==> src/rtl/spi_mem_pkg.sv <==
// spi_mem_pkg: arbiter states, one-hot owner codes and default widths shared with the SPI slave and memory
package spi_mem_pkg;
  typedef enum logic [1:0] {IDLE, ISSUE, WAIT, DONE} state_e;
  localparam logic [1:0] OWN_NONE = 2'b00;
  localparam logic [1:0] OWN_SPI = 2'b01;
  localparam logic [1:0] OWN_LCL = 2'b10;
  localparam int ADDR_W_DEF = 7;
  localparam int DATA_W_DEF = 8;
endpackage

==> src/rtl/spi_mem_arbiter_if.sv <==
// spi_mem_arbiter_if: both requester ports, the memory port and grant status of spi_mem_arbiter
interface spi_mem_arbiter_if #(
  parameter int ADDR_W = spi_mem_pkg::ADDR_W_DEF,
  parameter int DATA_W = spi_mem_pkg::DATA_W_DEF
);
  logic              spi_req, spi_we, spi_ack;
  logic [ADDR_W-1:0] spi_addr;
  logic [DATA_W-1:0] spi_wdata, spi_rdata;
  logic              lcl_req, lcl_we, lcl_ack;
  logic [ADDR_W-1:0] lcl_addr;
  logic [DATA_W-1:0] lcl_wdata, lcl_rdata;
  logic [ADDR_W-1:0] mem_addr;
  logic              mem_we;
  logic [DATA_W-1:0] mem_wdata, mem_rdata;
  logic [1:0]        owner;
  logic              busy;
  modport slave (
    input  spi_req, spi_we, spi_addr, spi_wdata, lcl_req, lcl_we, lcl_addr, lcl_wdata, mem_rdata,
    output spi_ack, spi_rdata, lcl_ack, lcl_rdata, mem_addr, mem_we, mem_wdata, owner, busy
  );
  modport master (
    output spi_req, spi_we, spi_addr, spi_wdata, lcl_req, lcl_we, lcl_addr, lcl_wdata, mem_rdata,
    input  spi_ack, spi_rdata, lcl_ack, lcl_rdata, mem_addr, mem_we, mem_wdata, owner, busy
  );
endinterface

==> src/rtl/spi_mem_arbiter_rr_pick2.sv <==
// rr_pick2: combinational two-way one-hot picker ({lcl, spi})
// SPI_FIXED_PRIORITY_EN: SPI always wins and may re-grant itself; otherwise round-robin on the last grant
module rr_pick2
  import spi_mem_pkg::*;
(
  input  logic [1:0] req_i,
  input  logic       last_lcl_i,
  input  logic [1:0] excl_i,
  output logic [1:0] gnt_o
);
  logic [1:0] r;
`ifdef SPI_FIXED_PRIORITY_EN
  assign r = {req_i[1] & ~excl_i[1], req_i[0]};
  assign gnt_o = r[0] ? OWN_SPI : r[1] ? OWN_LCL : OWN_NONE;
`else
  assign r = req_i & ~excl_i;
  assign gnt_o = (r[0] & (~r[1] | last_lcl_i)) ? OWN_SPI : r[1] ? OWN_LCL : OWN_NONE;
`endif
endmodule

==> src/rtl/spi_mem_arbiter.sv <==
// spi_mem_arbiter: serialises SPI-slave and local-core byte accesses onto the single-port data memory
// Build option SPI_FIXED_PRIORITY_EN gives SPI fixed priority instead of round-robin.
module spi_mem_arbiter
  import spi_mem_pkg::*;
#(
  parameter int ADDR_W  = ADDR_W_DEF,
  parameter int DATA_W  = DATA_W_DEF,
  parameter int MEM_LAT = 1
) (
  input logic              clk,
  input logic              reset,
  spi_mem_arbiter_if.slave bus
);
  state_e            state_q, state_d;
  logic [1:0]        owner_q, owner_d, gnt;
  logic              last_lcl_q, last_lcl_d, we_q, we_d;
  logic [ADDR_W-1:0] addr_q, addr_d;
  logic [DATA_W-1:0] wdata_q, wdata_d, spi_rdata_q, spi_rdata_d, lcl_rdata_q, lcl_rdata_d;
  logic [2:0]        cnt_q, cnt_d;

  rr_pick2 u_pick (
    .req_i      ({bus.lcl_req, bus.spi_req}),
    .last_lcl_i (last_lcl_q),
    .excl_i     (state_q == DONE ? owner_q : OWN_NONE),
    .gnt_o      (gnt)
  );

  always_comb begin
    state_d     = state_q;
    owner_d     = owner_q;
    last_lcl_d  = last_lcl_q;
    we_d        = we_q;
    addr_d      = addr_q;
    wdata_d     = wdata_q;
    spi_rdata_d = spi_rdata_q;
    lcl_rdata_d = lcl_rdata_q;
    cnt_d       = cnt_q;
    unique case (state_q)
      IDLE, DONE: begin
        last_lcl_d = state_q == DONE ? owner_q[1] : last_lcl_q;
        state_d    = gnt != OWN_NONE ? ISSUE : IDLE;
        owner_d    = gnt;
        we_d       = gnt[1] ? bus.lcl_we : gnt[0] ? bus.spi_we : we_q;
        addr_d     = gnt[1] ? bus.lcl_addr : gnt[0] ? bus.spi_addr : addr_q;
        wdata_d    = gnt[1] ? bus.lcl_wdata : gnt[0] ? bus.spi_wdata : wdata_q;
      end
      ISSUE: begin
        state_d = we_q ? DONE : WAIT;
        cnt_d   = 3'(MEM_LAT - 1);
      end
      WAIT: begin
        state_d     = cnt_q == '0 ? DONE : WAIT;
        cnt_d       = cnt_q - 3'd1;
        spi_rdata_d = (cnt_q == '0 && owner_q == OWN_SPI) ? bus.mem_rdata : spi_rdata_q;
        lcl_rdata_d = (cnt_q == '0 && owner_q == OWN_LCL) ? bus.mem_rdata : lcl_rdata_q;
      end
    endcase
  end

  always_ff @(posedge clk) begin
    if (reset) begin
      state_q     <= IDLE;
      owner_q     <= OWN_NONE;
      last_lcl_q  <= 1'b1;
      we_q        <= 1'b0;
      addr_q      <= '0;
      wdata_q     <= '0;
      spi_rdata_q <= '0;
      lcl_rdata_q <= '0;
      cnt_q       <= '0;
    end else begin
      state_q     <= state_d;
      owner_q     <= owner_d;
      last_lcl_q  <= last_lcl_d;
      we_q        <= we_d;
      addr_q      <= addr_d;
      wdata_q     <= wdata_d;
      spi_rdata_q <= spi_rdata_d;
      lcl_rdata_q <= lcl_rdata_d;
      cnt_q       <= cnt_d;
    end
  end

  assign bus.mem_addr  = addr_q;
  assign bus.mem_wdata = wdata_q;
  assign bus.mem_we    = state_q == ISSUE && we_q;
  assign bus.spi_ack   = state_q == DONE && owner_q == OWN_SPI;
  assign bus.lcl_ack   = state_q == DONE && owner_q == OWN_LCL;
  assign bus.spi_rdata = spi_rdata_q;
  assign bus.lcl_rdata = lcl_rdata_q;
  assign bus.owner     = owner_q;
  assign bus.busy      = state_q != IDLE;
endmodule

==> src/flat_wrapper.sv <==
// flat-port wrapper written by rule: the top's interface ports become plain ports
module spi_mem_arbiter_flat import spi_mem_pkg::*;
#(
  parameter int ADDR_W  = ADDR_W_DEF,
  parameter int DATA_W  = DATA_W_DEF,
  parameter int MEM_LAT = 1
)
  (clk, reset, bus_spi_req, bus_spi_we, bus_spi_addr, bus_spi_wdata, bus_lcl_req, bus_lcl_we, bus_lcl_addr, bus_lcl_wdata, bus_mem_rdata, bus_spi_ack, bus_spi_rdata, bus_lcl_ack, bus_lcl_rdata, bus_mem_addr, bus_mem_we, bus_mem_wdata, bus_owner, bus_busy);
  spi_mem_arbiter_if #(.ADDR_W(ADDR_W), .DATA_W(DATA_W)) bus_i ();
  input logic clk;
  input logic reset;
  input wire logic [$bits(bus_i.spi_req)-1:0] bus_spi_req;
  input wire logic [$bits(bus_i.spi_we)-1:0] bus_spi_we;
  input wire logic [$bits(bus_i.spi_addr)-1:0] bus_spi_addr;
  input wire logic [$bits(bus_i.spi_wdata)-1:0] bus_spi_wdata;
  input wire logic [$bits(bus_i.lcl_req)-1:0] bus_lcl_req;
  input wire logic [$bits(bus_i.lcl_we)-1:0] bus_lcl_we;
  input wire logic [$bits(bus_i.lcl_addr)-1:0] bus_lcl_addr;
  input wire logic [$bits(bus_i.lcl_wdata)-1:0] bus_lcl_wdata;
  input wire logic [$bits(bus_i.mem_rdata)-1:0] bus_mem_rdata;
  output wire logic [$bits(bus_i.spi_ack)-1:0] bus_spi_ack;
  output wire logic [$bits(bus_i.spi_rdata)-1:0] bus_spi_rdata;
  output wire logic [$bits(bus_i.lcl_ack)-1:0] bus_lcl_ack;
  output wire logic [$bits(bus_i.lcl_rdata)-1:0] bus_lcl_rdata;
  output wire logic [$bits(bus_i.mem_addr)-1:0] bus_mem_addr;
  output wire logic [$bits(bus_i.mem_we)-1:0] bus_mem_we;
  output wire logic [$bits(bus_i.mem_wdata)-1:0] bus_mem_wdata;
  output wire logic [$bits(bus_i.owner)-1:0] bus_owner;
  output wire logic [$bits(bus_i.busy)-1:0] bus_busy;
  assign bus_i.spi_req = bus_spi_req;
  assign bus_i.spi_we = bus_spi_we;
  assign bus_i.spi_addr = bus_spi_addr;
  assign bus_i.spi_wdata = bus_spi_wdata;
  assign bus_i.lcl_req = bus_lcl_req;
  assign bus_i.lcl_we = bus_lcl_we;
  assign bus_i.lcl_addr = bus_lcl_addr;
  assign bus_i.lcl_wdata = bus_lcl_wdata;
  assign bus_i.mem_rdata = bus_mem_rdata;
  assign bus_spi_ack = bus_i.spi_ack;
  assign bus_spi_rdata = bus_i.spi_rdata;
  assign bus_lcl_ack = bus_i.lcl_ack;
  assign bus_lcl_rdata = bus_i.lcl_rdata;
  assign bus_mem_addr = bus_i.mem_addr;
  assign bus_mem_we = bus_i.mem_we;
  assign bus_mem_wdata = bus_i.mem_wdata;
  assign bus_owner = bus_i.owner;
  assign bus_busy = bus_i.busy;
  spi_mem_arbiter #(.ADDR_W(ADDR_W), .DATA_W(DATA_W), .MEM_LAT(MEM_LAT)) u_core (.clk(clk), .reset(reset), .bus(bus_i));
endmodule
==> config.mk <==
export PLATFORM = sky130hd
export DESIGN_NAME = spi_mem_arbiter_flat
export DESIGN_NICKNAME = d
export VERILOG_FILES = /design/src/rtl/spi_mem_pkg.sv /design/src/rtl/spi_mem_arbiter_if.sv /design/src/rtl/spi_mem_arbiter_rr_pick2.sv /design/src/rtl/spi_mem_arbiter.sv /design/src/flat_wrapper.sv
export SDC_FILE = /design/constraint.sdc
export NUM_CORES = 1
export LEC_CHECK = 0
export ABC_AREA = 0
export CAP_MARGIN = 20
export CORE_ASPECT_RATIO = 1.4
export CORE_MARGIN = 10
export CORE_UTILIZATION = 40
export CTS_BUF_LIST = sky130_fd_sc_hd__clkbuf_2
export CTS_CLUSTER_DIAMETER = 80
export DETAILED_ROUTE_END_ITERATION = 16
export HOLD_SLACK_MARGIN = 0.03
export PLACE_DENSITY = 0.78
export REMOVE_ABC_BUFFERS = 1
export SLEW_MARGIN = 0
export SYNTH_ARGS = -nofsm -noshare
export SYNTH_HDL_FRONTEND = slang
export SYNTH_SLANG_ARGS = --single-unit
==> constraint.sdc <==
create_clock -name clk -period 1.9 [get_ports clk]
set_input_delay 0.38 -clock clk [delete_from_list [all_inputs] [get_ports clk]]
set_output_delay 0.38 -clock clk [all_outputs]
set_load 0.05 [all_outputs]
==> results of run 1 <==
## state kept, by name, indices dropped and copies added (netlist names)
signal,flops
u_core.bus.lcl_rdata,8
u_core.bus.mem_addr,7
u_core.bus.mem_wdata,8
u_core.bus.owner,2
u_core.bus.spi_rdata,8
u_core.cnt_q,3
u_core.last_lcl_q,1
u_core.state_q,2
u_core.we_q,1
## per-layer routing
| layer | up-vias | track usage [%] | part of all wire (%) |
|---|---|---|---|
| li1 | 883 | - | - |
| met2 | 58 | 22.7 | 51 |
| met1 | 758 | 12.0 | 39 |
| met5 | - | 0 | 0 |
| met4 | 0 | 5.12 | 1.7 |
| met3 | 7 | 6.00 | 8.3 |
## stage by stage
step | area, um2 | cells | total power [mW]
after floorplan | 1690 | 202 | 2.46
after global placement | 2680 | 349 | 3.23
after detailed placement | 2680 | 349 | 3.27
after CTS | 2700 | 357 | 3.57
after global routing | 2700 | 357 | 3.75
final | 2700 | 357 | 3.52
## cell usage in the layout (no fill, tap or decap)
master	synthesis	routed
a31o_2	1	1
a21oi_1	22	22
clkbuf_2	0	5
o2111ai_1	1	1
nor2_1	24	24
buf_12	0	8
clkinv_1	0	1
a21bo_4	1	1
a21bo_2	1	1
clkinv_2	0	2
and3b_1	2	2
dfxtp_2	0	2
a21oi_4	1	1
a311oi_1	15	15
buf_4	1	14
nand4b_1	2	2
nor2b_1	1	1
inv_1	7	7
a211o_1	1	1
ha_1	7	6
dfxtp_1	40	38
ha_2	0	1
and2_1	1	1
nand2b_1	1	1
a31oi_4	1	1
nand2_1	70	70
a311oi_2	1	1
clkdlybuf4s50_1	0	43
dlygate4sd2_1	0	22
nor3b_2	2	2
## power groups by stage
| stage | Combinational, mW | Clock (mW) | Sequential [mW] |
|---|---|---|---|
| after floorplan | 0.691 | 0 | 1.77 |
| after global placement | 2.01 | 0 | 1.21 |
| after detailed placement | 2.05 | 0 | 1.22 |
| after CTS | 2.01 | 0.366 | 1.20 |
| after global routing | 2.12 | 0.397 | 1.24 |
| final | 1.97 | 0.347 | 1.20 |
## final timing paths
kind | start | end | slack [ns]
worst max-delay path | u_core.state_q[0] | bus_lcl_ack | 0.14
worst min-delay path | u_core.bus.lcl_rdata[4] | u_core.bus.lcl_rdata[4] | 0.46
worst min register to register | u_core.bus.lcl_rdata[4] | u_core.bus.lcl_rdata[4] | 0.46
worst max register to register | u_core.cnt_q[0] | u_core.bus.lcl_rdata[2] | 0.25
## kinds of logic (layout without fill, tap and decap cells)
| logic type | count (synthesis) | after routing | synth area share, % |
|---|---|---|---|
| fa+ha+maj | 7 | 7 | 4.98 |
| compound gates | 45 | 45 | 19.7 |
| simple gates | 103 | 103 | 24.6 |
| buf+inv | 18 | 102 | 5.20 |
| flops | 40 | 40 | 45.6 |
## worst reg2reg max path, cell delays in order (launching register included)
cell	delay (ns)
dfxtp_1	0.36
inv_1	0.05
ha_1	0.13
ha_1	0.18
nand2_1	0.13
nor3b_2	0.49
nand2_1	0.11
a21oi_1	0.13
## area by class of cell
| class | count | share of cell area (%) |
|---|---|---|
| Tap cell | 60 | 2.78 |
| Sequential cell | 40 | 29.7 |
| Inverter | 7 | 0.973 |
| Timing Repair Buffer | 87 | 32.9 |
| Clock inverter | 3 | 0.510 |
| Clock buffer | 5 | 0.927 |
| Multi-Input combinational cell | 155 | 32.2 |
==> flow_summary.yaml, run 1 <==
sta:
  final.hold.worst_slack_ns: 0.464
  worst_max_slew_pin_slew_ns: 0.526
  final_max_slew_viol_count: 0
  max_slew_margin_pct: 64.8
  clock_period_minus_final_worst_setup_slack_ns: 1.76
  setup_slack_ns: 0.144
  finalSetupTns_ns: 0
  grt_setup_unrepaired: "false"
  maxClockFrequency_mhz: 569
  final_count_of_negative_setup_slack_endpoints: 0
  finalClockSkew_ns: 0.0155
  min_period_over_period_pct: 92.4
  finalHoldViolCount: 0
grt:
  global_route.usage.total_pct: 12.6
  grt_antenna_before_repair: 0
  grt-ovfl-total: 0
  first_pass_grt_wire_length_mm: 7.90
  largest_net_degree_at_the_start_of_global_routing: 34
  grt_pass1_vias: 1716
final_layout:
  share_of_final_layout_standard_cells_stronger_than_drive_strength_1_pct: 13.5
  n_antenna_cell: 0
  nets: 347
  area_growth_syn_to_layout_pct: 53.6
  final_util_pct: 63.7
  seqCellArea_um2: 803
  area_of_combinational_cells_with_multiple_inputs_um2: 868
  nFillCells: 387
power:
  power.share.switching_pct: 47.7
  clockPowerShare_pct: 9.9
  cell_int_power_mw: 1.84
  power.static_leakage_nw: 1.15
  power.share.combinational_pct: 56.1
  netSwitchingPower_mw: 1.68
  power.density_nw_per_um2: 1300
  ir_drop_mv: 0.728
  seq_power_share_pct: 34.1
clocking:
  clock_tree.root_cell: "clkbuf_2"
  cts_repair_resize_count: 22
  cts.reportedPaths.clkPinSlew_ns: 0.20
  numCtsBuffers: 5
  post_cts.repair.setup_buffers: 0
  clock_path_buffers: 2
  ctsHtreeMaxLevel: 2
  cts_num_sinks: 40
  clock_insertion_delay_worst_skew_ns: 0.39
  post_cts_hold_buffer_count: 0
  tritoncts: "yes"
setup_path:
  critical_path.top_delay_family: "flip-flops"
  start_kind: "flip-flop"
  cp_data_required_time_ns: 1.52
  timing.critical_path.depth: 3
  worstPathCellList: "ha_2 > and3b_1 > buf_12"
  critical-path-max-stage-delay_ns: 0.40
  critPathSlowestCell: "dfxtp_2"
  r2r_cells: 7
  path_buf_inv: 1
  crit_path_max_fanout: 5
  worstSetupEndpointType: "output pin"
  timing.critical_path.arrival_ns: 1.38
  timing.setup.critical_path_class: "reg2out"
floorplanning:
  core_region_area_um2: 4240
  die_w_um: 76.0
  num_rows: 28
  fp.dieArea_um2: 7480
  start_util_pct: 41.5
  io_pins: 81
  die_height_um: 98.4
synth:
  yosys.area.top_type_share_pct: 45.6
  postSynthAreaPerCell_um2: 8.25
  synth-async-reset-ratio_pct: 0
  yosys-top-cells-count: "nand2_1, dfxtp_1, nor2_1, a21oi_1, a311oi_1"
  synth.top_cells.by_area: "dfxtp_1, nand2_1, a311oi_1"
  synth_top_area_cell: "dfxtp_1"
  synthFlopType: "dfxtp_1"
  yosysMostFrequentCell: "nand2_1"
  synth.yosys.seq_area_share_pct: 45.6
  ys.warnings.count: 0
  yosys_register_bits: 40
  synth_area_um2: 1760
  synth_cells: 213
  synth_enable_flop_cells: 0
  synthDistinctLibCells: 25
hold_path:
  min-delay-path-class: "reg2reg"
  hold_depth: 2
detailed_routing:
  vias_per_cell: 4.78
  routed-via-count: 1706
  drc_errors: 0
  antenna_left: 0
  wl_per_cell_um: 13.6
  initialDrtViolationCount: 63
  drt-total-wl_mm: 4.86
  detail_route.first_pass.iterations: 6
placed_design:
  placement.setup.worst_slack_ns: 0.0158
  dpl.hpwl_mm: 3.86
  place_congestion: 0.795
  placement.io_buffers: 80
run:
  maxCapViolations: 0
outcome:
  status: "complete, no violations"
No activity file was read; power rests on OpenSTA's default activity.
==> inputs of run 2 (changes only) <==
--- a/config.mk
+++ b/config.mk
@@ -9,12 +9,11 @@
 export CAP_MARGIN = 20
 export CORE_ASPECT_RATIO = 1.4
 export CORE_MARGIN = 10
-export CORE_UTILIZATION = 40
+export CORE_UTILIZATION = 27
 export CTS_BUF_LIST = sky130_fd_sc_hd__clkbuf_2
 export CTS_CLUSTER_DIAMETER = 80
 export DETAILED_ROUTE_END_ITERATION = 16
 export HOLD_SLACK_MARGIN = 0.03
-export PLACE_DENSITY = 0.78
 export REMOVE_ABC_BUFFERS = 1
 export SLEW_MARGIN = 0
 export SYNTH_ARGS = -nofsm -noshare
==> run 2 against run 1 <==
Sequential share of layout area is essentially flat. Clock-buffer cell count increased by 1. Sequential cell count unchanged. Utilization down 21 points. Non-clock buffer count decreased by 1. Register-to-register slack improved by 0.03 ns. Via count decreased by 2.2%. Hold slack lost 0.0011 ns. Largest cell class is now multi-input combinational cells. Die area increased by 36%. Sequential power about the same. Maximum frequency decreased by 0.70%.
==> flow_summary.yaml, run 2 (synthesis gave the netlist of run 1 again) <==
detailed_routing:
  initialDrtViolationCount: 50
  wl_per_cell_um: 13.3
  drt-total-wl_mm: 4.88
  vias_per_cell: 4.54
  drc_errors: 0
  detail_route.first_pass.iterations: 4
  antenna_left: 0
  routed-via-count: 1669
placed_design:
  dpl.hpwl_mm: 3.80
  placement.io_buffers: 80
  place_congestion: 0.750
setup_path:
  timing.reg2reg.setup_slack_ns: 0.28
  timing.setup.critical_path_class: "reg2out"
  start_kind: "flip-flop"
  crit_path_max_fanout: 7
  r2r_cells: 6
  timing.critical_path.arrival_ns: 1.39
  cp_data_required_time_ns: 1.52
  worstSetupEndpointType: "output pin"
final_layout:
  share_of_final_layout_standard_cells_stronger_than_drive_strength_1_pct: 15.2
  n_antenna_cell: 0
  nFillCells: 668
  layout.cells.most_common: "nand2_1"
  nets: 346
  final_util_pct: 43.1
  area_growth_syn_to_layout_pct: 53.4
  mostFrequentLayoutCells: "nand2_1, clkdlybuf4s50_1, dfxtp_1"
floorplanning:
  num_rows: 34
  die_height_um: 115
  start_util_pct: 28.1
  die_w_um: 88.2
  io_pins: 81
  fp.dieArea_um2: 10200
  core_region_area_um2: 6250
grt:
  global_route.usage.met3_pct: 5.97
  grt_util_met2_pct: 14.9
  global_route.usage.total_pct: 9.25
  first_pass_grt_wire_length_mm: 7.77
  grt-ovfl-total: 0
  grt_pass1_vias: 1634
  grt_antenna_before_repair: 0
  largest_net_degree_at_the_start_of_global_routing: 41
  globalRouteMet1Util_pct: 9.86
  top_usage_layer: "met2"
clocking:
  post_cts_hold_buffer_count: 0
  tritoncts: "yes"
  numCtsBuffers: 5
  clock_tree.root_cell: "clkbuf_2"
  cts_num_sinks: 40
  clock_insertion_delay_worst_skew_ns: 0.39
  ctsHtreeMaxLevel: 2
  clock_path_buffers: 2
  cts.reportedPaths.clkPinSlew_ns: 0.20
power:
  ir_drop_mv: 0.551
  power.static_leakage_nw: 1.12
  power.density_nw_per_um2: 1300
sta:
  grt_setup_unrepaired: "false"
  final_count_of_negative_setup_slack_endpoints: 0
  max_slew_margin_pct: 66.7
  clock_period_minus_final_worst_setup_slack_ns: 1.77
  finalHoldViolCount: 0
  final_max_slew_viol_count: 0
  finalClockSkew_ns: 0.0196
  finalSetupTns_ns: 0
  maxClockFrequency_mhz: 565
  worst_max_slew_pin_slew_ns: 0.501
  min_period_over_period_pct: 93.1
  final.hold.worst_slack_ns: 0.463
hold_path:
  min-delay-path-class: "reg2reg"
  hold_depth: 2
run:
  maxCapViolations: 0
outcome:
  status: "complete, no violations"
## run 2: final cells by class
| type | instances | area (um2) | share of cell area, % |
|---|---|---|---|
| Multi-Input combinational cell | 155 | 875 | 32.4 |
| Timing Repair Buffer | 86 | 861 | 31.9 |
| Sequential cell | 40 | 803 | 29.8 |
| Tap cell | 72 | 90.1 | 3.34 |
| Clock buffer | 6 | 30.0 | 1.11 |
| Inverter | 7 | 26.3 | 0.974 |
| Clock inverter | 2 | 11.3 | 0.418 |
## run 2: what timing repair did
action	in CTS	in global routing
setup endpoints to repair	16	4
gates cloned	0	0
setup buffers	0	0
resized for setup	16	4
## run 2: where the power goes
group	internal [mW]	total, mW	switching [mW]
clock	0.0920	0.358	0.266
sequential	1.06	1.20	0.142
combinational	0.699	1.96	1.26
## run 2: layer usage
| layer | routed length [um] | up-vias |
|---|---|---|
| met5 | 0 | - |
| met4 | 44 | 0 |
| met3 | 618 | 5 |
| met2 | 2320 | 62 |
| met1 | 1890 | 721 |
| li1 | - | 881 |
## run 2: stage by stage
step | instance area (um2) | cells | setup WS (ns) | power (mW)
after CTS | 2690 | 368 | 0.0100 | 3.57
final | 2700 | 368 | 0.131 | 3.52
after detailed placement | 2660 | 360 | 0.0303 | 3.23
after global placement | 2660 | 360 | 0.0743 | 3.20
after global routing | 2700 | 368 | 0.0287 | 3.78
after floorplan | 1690 | 202 | 0.0971 | 2.46
## run 2: worst max-delay path, stage by stage (launching register included)
cell and delay (ns):
dfxtp_1 0.45, buf_4 0.18, and3b_1 0.21, buf_12 0.15
## run 2: final timing paths
| kind | startpoint | endpoint |
|---|---|---|
| max | u_core.bus.owner[1] | bus_spi_ack |
| min | u_core.bus.spi_rdata[3] | u_core.bus.spi_rdata[3] |
| max reg2reg | u_core.state_q[0] | u_core.bus.mem_addr[1] |
| min reg2reg | u_core.bus.spi_rdata[3] | u_core.bus.spi_rdata[3] |
==> inputs of run 3 (changes only) <==
--- a/config.mk
+++ b/config.mk
@@ -5,15 +5,16 @@
 export SDC_FILE = /design/constraint.sdc
 export NUM_CORES = 1
 export LEC_CHECK = 0
-export ABC_AREA = 0
+export ABC_AREA = 1
 export CAP_MARGIN = 20
 export CORE_ASPECT_RATIO = 1.4
 export CORE_MARGIN = 10
-export CORE_UTILIZATION = 27
+export CORE_UTILIZATION = 43
 export CTS_BUF_LIST = sky130_fd_sc_hd__clkbuf_2
 export CTS_CLUSTER_DIAMETER = 80
 export DETAILED_ROUTE_END_ITERATION = 16
 export HOLD_SLACK_MARGIN = 0.03
+export PLACE_DENSITY = 0.81
 export REMOVE_ABC_BUFFERS = 1
 export SLEW_MARGIN = 0
 export SYNTH_ARGS = -nofsm -noshare
==> run 3 against run 2 <==
Clock-buffer cell count decreased by 1. Global-route usage increased by 4.7 points. Area after synthesis increased by 6.9%. Via count increased by 15%. Largest cell class unchanged.
==> flow_summary.yaml, run 3 <==
sta:
  grt_setup_unrepaired: "false"
  worst_max_slew_pin_slew_ns: 0.515
  final_count_of_negative_setup_slack_endpoints: 0
  finalHoldViolCount: 0
  min_period_over_period_pct: 94.2
  final.hold.worst_slack_ns: 0.498
  clock_period_minus_final_worst_setup_slack_ns: 1.79
  setup_slack_ns: 0.110
  finalClockSkew_ns: 0.0101
  max_slew_margin_pct: 65.8
  maxClockFrequency_mhz: 559
  final_max_slew_viol_count: 0
detailed_routing:
  antenna_left: 0
  drc_errors: 0
  drt-total-wl_mm: 5.29
  initialDrtViolationCount: 33
  detail_route.first_pass.iterations: 4
  vias_per_cell: 4.70
  routed-via-count: 1918
  wl_per_cell_um: 13.0
outcome:
  status: "complete, no violations"
grt:
  global_route.usage.total_pct: 14.0
  first_pass_grt_wire_length_mm: 8.35
  grt-ovfl-total: 0
  grt_pass1_vias: 1824
  grt_antenna_before_repair: 0
  largest_net_degree_at_the_start_of_global_routing: 18
setup_path:
  start_kind: "flip-flop"
  worstSetupEndpointType: "output pin"
  timing.critical_path.arrival_ns: 1.41
  cp_data_required_time_ns: 1.52
  crit_path_max_fanout: 4
  timing.setup.critical_path_class: "reg2out"
floorplanning:
  die_w_um: 75.9
  core_region_area_um2: 4240
  num_rows: 28
  io_pins: 81
  fp.dieArea_um2: 7450
  die_height_um: 98.2
  start_util_pct: 44.3
synth:
  yosysMostFrequentCell: "inv_1"
  synthFlopType: "dfxtp_1"
  synth_cells: 263
  ys.warnings.count: 0
  synth.yosys.seq_area_share_pct: 42.6
  yosys.area.top_type_share_pct: 42.6
  synth_enable_flop_cells: 0
  synth-async-reset-ratio_pct: 0
  synthDistinctLibCells: 18
  yosys_register_bits: 40
  yosys-top-cells-count: "inv_1, dfxtp_1, nand2_1, nor2_1, nand3_1"
  synth_area_um2: 1880
  postSynthAreaPerCell_um2: 7.15
  synth_top_area_cell: "dfxtp_1"
  synth.top_cells.by_area: "dfxtp_1, inv_1, nand3_1"
power:
  power.static_leakage_nw: 1.42
  power.density_nw_per_um2: 1370
  ir_drop_mv: 1.00
clocking:
  cts.reportedPaths.clkPinSlew_ns: 0.18
  cts_num_sinks: 40
  tritoncts: "yes"
  clock_path_buffers: 2
  ctsHtreeMaxLevel: 2
  clock_tree.root_cell: "clkbuf_2"
  numCtsBuffers: 5
  post_cts_hold_buffer_count: 0
  clock_insertion_delay_worst_skew_ns: 0.40
  post_cts.repair.setup_buffers: 0
final_layout:
  nets: 398
  layout.cells.most_common: "inv_1"
  mostFrequentLayoutCells: "inv_1, clkdlybuf4s50_1, nand2_1"
  n_antenna_cell: 0
  share_of_final_layout_standard_cells_stronger_than_drive_strength_1_pct: 13.2
  area_growth_syn_to_layout_pct: 47.9
placed_design:
  placement.io_buffers: 80
  placement.setup.worst_slack_ns: 0.152
  place_congestion: 0.793
  dpl.hpwl_mm: 4.21
run:
  maxCapViolations: 0
hold_path:
  min-delay-path-class: "reg2reg"
run 3: cell types whose count changed after synthesis, sizes merged, moves of 4 or more:
cell,change
a311oi,-16
a21oi,-6
inv,+41
nor2,+11
o22ai,+4
nand3,+33
o21ai,+21
nand2,-23
run 3: cell families after synthesis:
family                   after synthesis  synth area share [%]
AND/OR/NAND/NOR                      117                  28.1
buffers and inverters                 56                  12.2
AO/OA/AOI/OAI                         43                  12.5
flip-flops                            40                  42.6
adder cells (fa/ha/maj)                7                  4.66
run 3: path summary, 6_finish.rpt:
kind / startpoint / endpoint / slack, ns / cells past startpoint
worst max-delay path: u_core.state_q[0] / bus_lcl_ack / 0.11 / 4
worst min-delay path: u_core.cnt_q[0] / u_core.cnt_q[0] / 0.50 / 1
worst max register to register: u_core.cnt_q[0] / u_core.bus.lcl_rdata[7] / 0.27 / 8
worst min register to register: u_core.cnt_q[0] / u_core.cnt_q[0] / 0.50 / 1
run 3: what timing repair did:
item	in CTS	in global routing
hold endpoints to repair	0	0
setup endpoints to repair	22	2
resized for setup	23	4
run 3: report_power, final:
part | total (mW) | internal, mW | switching (mW)
logic | 2.19 | 0.700 | 1.49
registers | 1.26 | 1.10 | 0.159
clock network | 0.363 | 0.0825 | 0.281
total | 3.81 | 1.88 | 1.93
run 3: worst max-delay path: stages (launching register included):
cell	delay, ns
dfxtp_4	0.40
ha_2	0.21
nand2_2	0.09
nor2_2	0.17
buf_12	0.16
run 3: area by class of cell:
class,instances,area (um2)
tap,60,75.1
sequential,40,808
multi-input combinational,167,857
fill,388,1460
timing repair buffer,85,821
inverter,48,180
clock inverter,3,13.8
clock buffer,5,25.0
run 3: per-stage QoR:
stage / util [%] / cells / area (um2) / setup TNS (ns) / total power, mW
2_1_floorplan: - / 255 / 1830 / -0.0226 / 2.74
3_3_place_gp: 64.9 / 400 / 2750 / 0 / 3.49
3_5_place_dp: 64.9 / 400 / 2750 / 0 / 3.53
4_1_cts: 65.3 / 408 / 2770 / 0 / 3.84
5_1_grt: 65.6 / 408 / 2780 / 0 / 4.07
6_report: 65.6 / 408 / 2780 / 0 / 3.81
run 3: layer usage:
layer	share of wire, %	vias up	GRT usage, %
met4	1.3	0	4.30
met3	11	7	6.89
li1	-	993	-
met5	0	-	0
met1	40	847	14.5
met2	48	71	23.6
